<file path="config.mk">
export PLATFORM = sky130hd
export DESIGN_NAME = aes_round_sched
export DESIGN_NICKNAME = d
export VERILOG_FILES = /design/src/rtl/aes_round_sched.sv
export SDC_FILE = /design/constraint.sdc
export NUM_CORES = 1
export LEC_CHECK = 0
export ABC_AREA = 0
export BUFFER_PORTS_ARGS = -buffer_cell sky130_fd_sc_hd__buf_2
export CAP_MARGIN = 10
export CORE_AREA = 4 4 41 43
export CTS_CLUSTER_DIAMETER = 120
export CTS_CLUSTER_SIZE = 12
export DETAILED_ROUTE_END_ITERATION = 16
export DIE_AREA = 0 0 45 47
export GPL_ROUTABILITY_DRIVEN = 0
export MAX_ROUTING_LAYER = met4
export PLACE_DENSITY = 0.67
export SYNTH_ARGS = -nofsm -noshare
export SYNTH_HDL_FRONTEND = slang
export SYNTH_SLANG_ARGS = --single-unit
</file>
<file path="constraint.sdc">
create_clock -name clk -period 1.61 [get_ports clk]
set_input_delay 0.2415 -clock clk [delete_from_list [all_inputs] [get_ports clk]]
set_output_delay 0.2415 -clock clk [all_outputs]
set_load 0.05 [all_outputs]
</file>
<file path="src/rtl/aes_round_sched.sv">
// Round sequencer for the iterative AES cipher datapath (one round per clock).
// Optional perf counters are built in when AES_SCHED_PERF_EN is defined.
module aes_round_sched #(
   parameter int NUM_ROUNDS = 10,
   parameter int ROUND_W    = 4
) (
   input  logic               clk,
   input  logic               rst,
   input  logic               in_valid,
   output logic               in_ready,
   output logic               out_valid,
   input  logic               out_ready,
   input  logic               abort,
   output logic               dp_load,
   output logic [1:0]         dp_sel,
   output logic               dp_en,
   output logic [ROUND_W-1:0] round_idx,
   output logic               key_step,
   output logic               busy
`ifdef AES_SCHED_PERF_EN
   ,
   output logic [31:0]        perf_blocks,
   output logic [31:0]        perf_stall
`endif
);

   if (!(NUM_ROUNDS == 10 || NUM_ROUNDS == 12 || NUM_ROUNDS == 14)) begin : g_bad_rounds
      $error("aes_round_sched: NUM_ROUNDS must be 10, 12 or 14");
   end
   if (NUM_ROUNDS >= (1 << ROUND_W)) begin : g_bad_width
      $error("aes_round_sched: ROUND_W too narrow for NUM_ROUNDS");
   end

   localparam logic [ROUND_W-1:0] LAST = ROUND_W'(NUM_ROUNDS - 1);
   localparam logic [ROUND_W-1:0] NR   = ROUND_W'(NUM_ROUNDS);
   localparam logic [ROUND_W-1:0] ONE  = ROUND_W'(1);

   typedef enum logic [2:0] {
      S_IDLE,
      S_INIT,
      S_ROUND,
      S_FINAL,
      S_HOLD
   } state_t;

   state_t             state;
   state_t             state_nx;
   logic [ROUND_W-1:0] cnt;
   logic [ROUND_W-1:0] cnt_nx;

   always_ff @(posedge clk) begin
      if (rst) begin
         state <= S_IDLE;
         cnt   <= '0;
      end else begin
         state <= state_nx;
         cnt   <= cnt_nx;
      end
   end

   always_comb begin
      state_nx  = state;
      cnt_nx    = cnt;
      in_ready  = 1'b0;
      out_valid = 1'b0;
      dp_sel    = 2'd3;
      dp_en     = 1'b0;
      round_idx = '0;
      key_step  = 1'b0;
      busy      = 1'b0;
      dp_load   = 1'b0;

      unique case (state)
         S_IDLE: begin
            in_ready = 1'b1;
            if (in_valid && !abort) state_nx = S_INIT;
         end
         S_INIT: begin
            busy     = 1'b1;
            dp_sel   = 2'd0;
            dp_en    = 1'b1;
            key_step = 1'b1;
            state_nx = S_ROUND;
            cnt_nx   = ONE;
         end
         S_ROUND: begin
            busy      = 1'b1;
            dp_sel    = 2'd1;
            dp_en     = 1'b1;
            key_step  = 1'b1;
            round_idx = cnt;
            cnt_nx    = cnt + ONE;
            if (cnt == LAST) state_nx = S_FINAL;
         end
         S_FINAL: begin
            busy      = 1'b1;
            dp_sel    = 2'd2;
            dp_en     = 1'b1;
            round_idx = NR;
            state_nx  = S_HOLD;
         end
         S_HOLD: begin
            busy      = 1'b1;
            out_valid = 1'b1;
            round_idx = NR;
            if (out_ready) state_nx = S_IDLE;
         end
         default: state_nx = S_IDLE;
      endcase

      if (abort && state != S_IDLE) state_nx = S_IDLE;
      // Counter is only meaningful inside an operation; park it at zero.
      if (state_nx == S_IDLE) cnt_nx = '0;

      if (rst) begin
         in_ready  = 1'b0;
         out_valid = 1'b0;
         dp_sel    = 2'd0;
         dp_en     = 1'b0;
         round_idx = '0;
         key_step  = 1'b0;
         busy      = 1'b0;
      end
      dp_load = in_valid & in_ready;
   end

`ifdef AES_SCHED_PERF_EN
   always_ff @(posedge clk) begin
      if (rst) begin
         perf_blocks <= '0;
         perf_stall  <= '0;
      end else if (state == S_HOLD) begin
         if (out_ready && perf_blocks != '1) perf_blocks <= perf_blocks + 32'd1;
         if (!out_ready && perf_stall != '1) perf_stall <= perf_stall + 32'd1;
      end
   end
`endif

endmodule

</file>
==> metrics.txt, run 1 <==
adder-cell area share of the yosys netlist=0.0448; drt initial violations=9; cell count after synthesis=76; critical path cell sequence=or3b_4 -> a21oi_4 -> buf_6; Int Power=0.324 mW; main area contributors after synthesis=dfxtp_1 (25%), a21oi_1 (9.0%), nor2_1 (6.7%), ha_1 (4.5%), nor3_1 (3.6%); Multi-input gate area=493 um2; antenna violations before repair=0; Comb pwr share=0.298; largest net degree at the start of global routing=10; CP Class=flip-flop to primary output; worst min path class=input pin to flip-flop; failing checks=negative setup slack; # IOs=17; Non-Filler Instances=125; Antenna diodes=0; H-tree depth=1; die footprint=2120 um2; FF/Latch Area=153 um2; Slew Limit Fails=0; clk buf depth=2; ANT nets after route=0; Clock Tree Root=clkbuf_4; Max Cap Viol=0; main combinational cell family by area after synthesis=simple AND/OR/NAND/NOR gates; HPWL Detailed=1.20 mm; Peak VDD IR=322 uV; Pwr per Cell Area=495 nW/um2; Crit path max-delay family=simple AND/OR/NAND/NOR gates; Lkg Pwr=0.400 nW; Rows=13; Port Buffers=16; Simple-Gate Fraction of Synth Area=0.303; vias in the first global route=639; NetSw=0.170 mW; status=finished with violations; DIE WIDTH=45 um; switch share=0.344; Clock power frac=0.345; Die H=47 um; skew final=15.0 ps; Crit. End Element=primary output; first-pass GRT wire length=2.90 mm; period utilisation layout=1.05; Yosys reg bits=7; arrival time worst endpoint=1440 ps; async set-reset flop share out of synthesis=0; Via Count=707; min cycle time layout=1690 ps; Synth-to-Final Area Change=78.5%; CTS clk-pin slew, worst paths=60 ps; Final Worst Setup Slack=-76.0 ps; RSZ-0062 raised after global routing=yes; Slowest-stage cell, CP=or3b_4; Fill cells=84; setup violators final=5; Seq pwr share=0.357; Initial Util=0.429; Post-layout nets=118; WL final=1.89 mm; GRT Resource Usage Total=0.200; First-pass DRT Iterations=4; CP Data Required Time=1370 ps; Top FF cell, synth=dfxtp_1; Critical Path Max Stage Delay=480 ps; Vias/cell=5.66; Synth Area in Compound Gates=0.278; Critical Path Fanout Max=7; proportion of layout cells with a drive suffix above 1=0.564; Synth Net Count=83; # DRC=0; grt ovf=0; Post-CTS Hold Buffers=0; worst-margin pin slew=563 ps; Num Clock Sinks=7; Seq/Total Area, Yosys=0.251; Syn Std Cell Area=558 um2; syn_area_per_cell=7.34 um2; Num CTS Buffers=3; CP Buf/Inv Count=1; CTS tree=done; mux cell area share after synthesis=0.0202; Rel. slew slack=0.621; drt wl/cell=15.1 um; Yosys warning count=0; post-synth top area share=0.251; number of unique standard cell types used by synthesis=31; Fin Setup TNS=-239 ps; CORE AREA=1300 um2; Fmax=593 MHz; clk_lat worst skew=270 ps; Yosys top cell by area=dfxtp_1; Post-synth EDFFs=0; post-synthesis xor/xnor area fraction=0.0157; final hold vios=0; placed cells=112; Worst setup SP type=flip-flop
placed cells by master (no fill, tap or decap), drive strengths merged, types with 2 or more instances in the layout:
cell type and count:
ha 2, nor2 11, o22a 2, inv 4, nand2b 3, nor3 4, buf 36, and3 3
o21ai 5, dfxtp 7, nand2 2, a21oi 10, clkbuf 4, nor4 3
path summary, 6_finish.rpt:
kind,startpoint,endpoint,slack (ps),cells past startpoint
setup reg to reg,state[1],cnt[0],30,5
setup / recovery,state[1],busy,-80,3
hold / removal,abort,state[1],200,2
hold reg to reg,cnt[1],cnt[1],640,2
cell families after synthesis:
logic type / count (synthesis)
buffers and inverters: 10
AO/OA/AOI/OAI: 24
XOR/XNOR: 1
adder cells (fa/ha/maj): 2
flip-flops: 7
AND/OR/NAND/NOR: 31
multiplexers: 1
repair_timing:
action,CTS,global route
gates cloned,0,0
pin swaps,1,4
gates resized for setup,22,12
setup endpoints to repair,11,11
buffers inserted,8,1
state kept, by name, summed over array words and instances (netlist names):
name   flops
cnt        4
state      3
power by group through the flow:
stage | Clock (mW) | Sequential (mW) | Combinational (mW)
5_1_grt | 0.179 | 0.176 | 0.156
3_5_place_dp | 0 | 0.185 | 0.119
2_1_floorplan | 0 | 0.181 | 0.0880
6_report | 0.170 | 0.176 | 0.147
3_3_place_gp | 0 | 0.184 | 0.118
4_1_cts | 0.166 | 0.175 | 0.136
metrics by stage:
step	power (mW)	hold slack [ps]	instance area [um2]	utilization	setup WS (ps)
after global routing	0.511	211	996	0.765	-105
after CTS	0.477	205	933	0.717	-42.8
after detailed placement	0.303	486	786	0.604	32.8
final	0.493	202	996	0.765	-76.0
after global placement	0.302	487	786	0.604	52.3
after floorplan	0.269	320	638	-	-367
layer usage:
layer | track usage | routed length [um] | vias up
met5 | - | 0 | -
met3 | 0.0345 | 67 | 5
li1 | - | - | 341
met4 | 0.105 | 37 | 0
met1 | 0.240 | 830 | 345
met2 | 0.319 | 951 | 16
synth_stat cells (2+ instances only):
| library cell | count |
|---|---|
| a21oi_1 | 10 |
| nor2_1 | 10 |
| dfxtp_1 | 7 |
| inv_1 | 4 |
| nor3_1 | 4 |
| o21ai_0 | 4 |
| and3_1 | 3 |
| buf_2 | 3 |
| nand2b_1 | 3 |
| nor4_1 | 3 |
| clkbuf_1 | 2 |
| ha_1 | 2 |
| nand2_1 | 2 |
| o22a_1 | 2 |
worst reg2reg max path, cell delays in order, from the launching register on:
cell and delay [ps]:
dfxtp_4 370, or3b_4 480, buf_4 180, nor2_4 110
o21ai_4 80, a221oi_2 260
final cells by class:
type,count,share of cell area
multi-input cells,59,0.495
repair buffers,36,0.291
flip-flops and latches,7,0.153
clock buffers,4,0.0264
well taps,15,0.0188
inverters,4,0.0151
Note: power is estimated with default switching activity, not from simulation.
==> inputs of run 2 (changes only) <==
- GPL_TIMING_DRIVEN: not set -> 0
==> metrics.txt, run 2 (synthesis gave the netlist of run 1 again) <==
status=finished with violations; failing checks=negative setup slack; H-tree depth=1; NetSw=0.162 mW; CP Class=flip-flop to primary output; final hold vios=0; clk_lat worst skew=250 ps; Vias/cell=5.80; setup violators final=6; Lkg Pwr=0.404 nW; ANT nets after route=0; Top Registers=cnt x4, state x3; Worst setup SP type=flip-flop; CTS clk-pin slew, worst paths=50 ps; Slew Limit Fails=0; clk buf depth=2; Critical Path Fanout Max=6; antenna violations before repair=0; grt ovf=0; DP Area=737 um2; Pwr per Cell Area=487 nW/um2; Clock Tree Root=clkbuf_4; GRT met2 Usage=0.322; grt met3 use=0.0230; max FFs per register=4; Fill cells=101; vias in the first global route=629; RSZ-0062 raised after global routing=yes; CORE AREA=1300 um2; worst min path class=input pin to flip-flop; proportion of layout cells with a drive suffix above 1=0.579; Int Power=0.334 mW; # IOs=17; skew final=6.45 ps; arrival time worst endpoint=1440 ps; First-pass DRT Iterations=6; Peak VDD IR=434 uV; switch share=0.326; Clock power frac=0.317; Fmax=594 MHz; Comb pwr share=0.327; die footprint=2120 um2; met1 Usage GRT=0.228; min cycle time layout=1680 ps; Seq pwr share=0.355; commonest non-fill, non-tap cell in the layout=buf_4; commonest non-fill, non-tap cells in the layout=buf_4 (12), buf_6 (8), nor2_1 (7), a21oi_1 (6), buf_2 (6); # DRC=0; DIE WIDTH=45 um; Die H=47 um; Rel. slew slack=0.677; Initial Util=0.429; Fin Setup TNS=-168 ps; HPWL Detailed=1.16 mm; period utilisation layout=1.05; Antenna diodes=0; Rows=13; Crit. End Element=primary output; first-pass GRT wire length=2.88 mm; global route hottest layer=met2; drt initial violations=14; Via Count=707; Final Worst Setup Slack=-73.6 ps; largest net degree at the start of global routing=11; Post-layout nets=115; Biggest register=cnt; Port Buffers=16; GRT Resource Usage Total=0.195; CP Data Required Time=1370 ps; Synth-to-Final Area Change=82.5%; worst-margin pin slew=483 ps; final cell area excluding filler cells=1020 um2; WL final=2.04 mm; Max Cap Viol=0; Num CTS Buffers=3; CTS tree=done; drt wl/cell=16.7 um; Num Clock Sinks=7; reg-to-reg slack, setup=90 ps
==> run 2: cell type report <==
class / instances / area [um2] / area share
sequential: 7 / 149 / 0.146
multi-input combinational: 59 / 497 / 0.488
inverter: 4 / 15.0 / 0.0147
timing repair buffer: 28 / 249 / 0.244
buffer: 5 / 63.8 / 0.0627
tap: 15 / 18.8 / 0.0184
clock buffer: 4 / 26.3 / 0.0258
==> run 2: repair_timing <==
| action | CTS | global route |
|---|---|---|
| hold buffers | 0 | 0 |
| gates cloned | 0 | 0 |
| setup buffers | 3 | 9 |
| gates resized for setup | 39 | 14 |
| endpoints found under the setup margin | 13 | 12 |
| pin swaps | 1 | 6 |
| hold endpoints to repair | 0 | 0 |
==> run 2: layer usage <==
metal  vias to the layer above  part of all wire
met5                         -                 0
met4                         0             0.020
met3                         6             0.037
met2                        23              0.52
met1                       344              0.43
li1                        334                 -
==> run 2: metrics by stage <==
stage / hold slack (ps) / power [mW] / setup WS [ps] / util / std cells
finish: 233 / 0.496 / -73.6 / 0.783 / 122
global route: 242 / 0.519 / -119 / 0.783 / 122
CTS: 226 / 0.477 / -104 / 0.690 / 114
detailed placement: 498 / 0.296 / -276 / 0.566 / 107
global placement: 496 / 0.295 / -246 / 0.566 / 107
floorplan: 320 / 0.269 / -367 / - / 76
==> run 2: critical path, stage by stage, from the launching register on <==
cell     delay, ps
dfxtp_4        370
or3b_4         460
a21oi_4        190
buf_6          180
==> run 2: path summary, 6_finish.rpt <==
kind,from,end,cells after the start
max,state[2],busy,3
min,abort,state[2],2
max reg2reg,state[2],cnt[0],5
min reg2reg,cnt[0],cnt[0],2
==> run 2: power groups by stage <==
stage | clock, mW | sequential (mW) | combinational, mW
after detailed placement | 0 | 0.181 | 0.115
after global routing | 0.173 | 0.176 | 0.170
after floorplan | 0 | 0.181 | 0.0880
after CTS | 0.162 | 0.178 | 0.136
after global placement | 0 | 0.181 | 0.114
final | 0.157 | 0.176 | 0.162
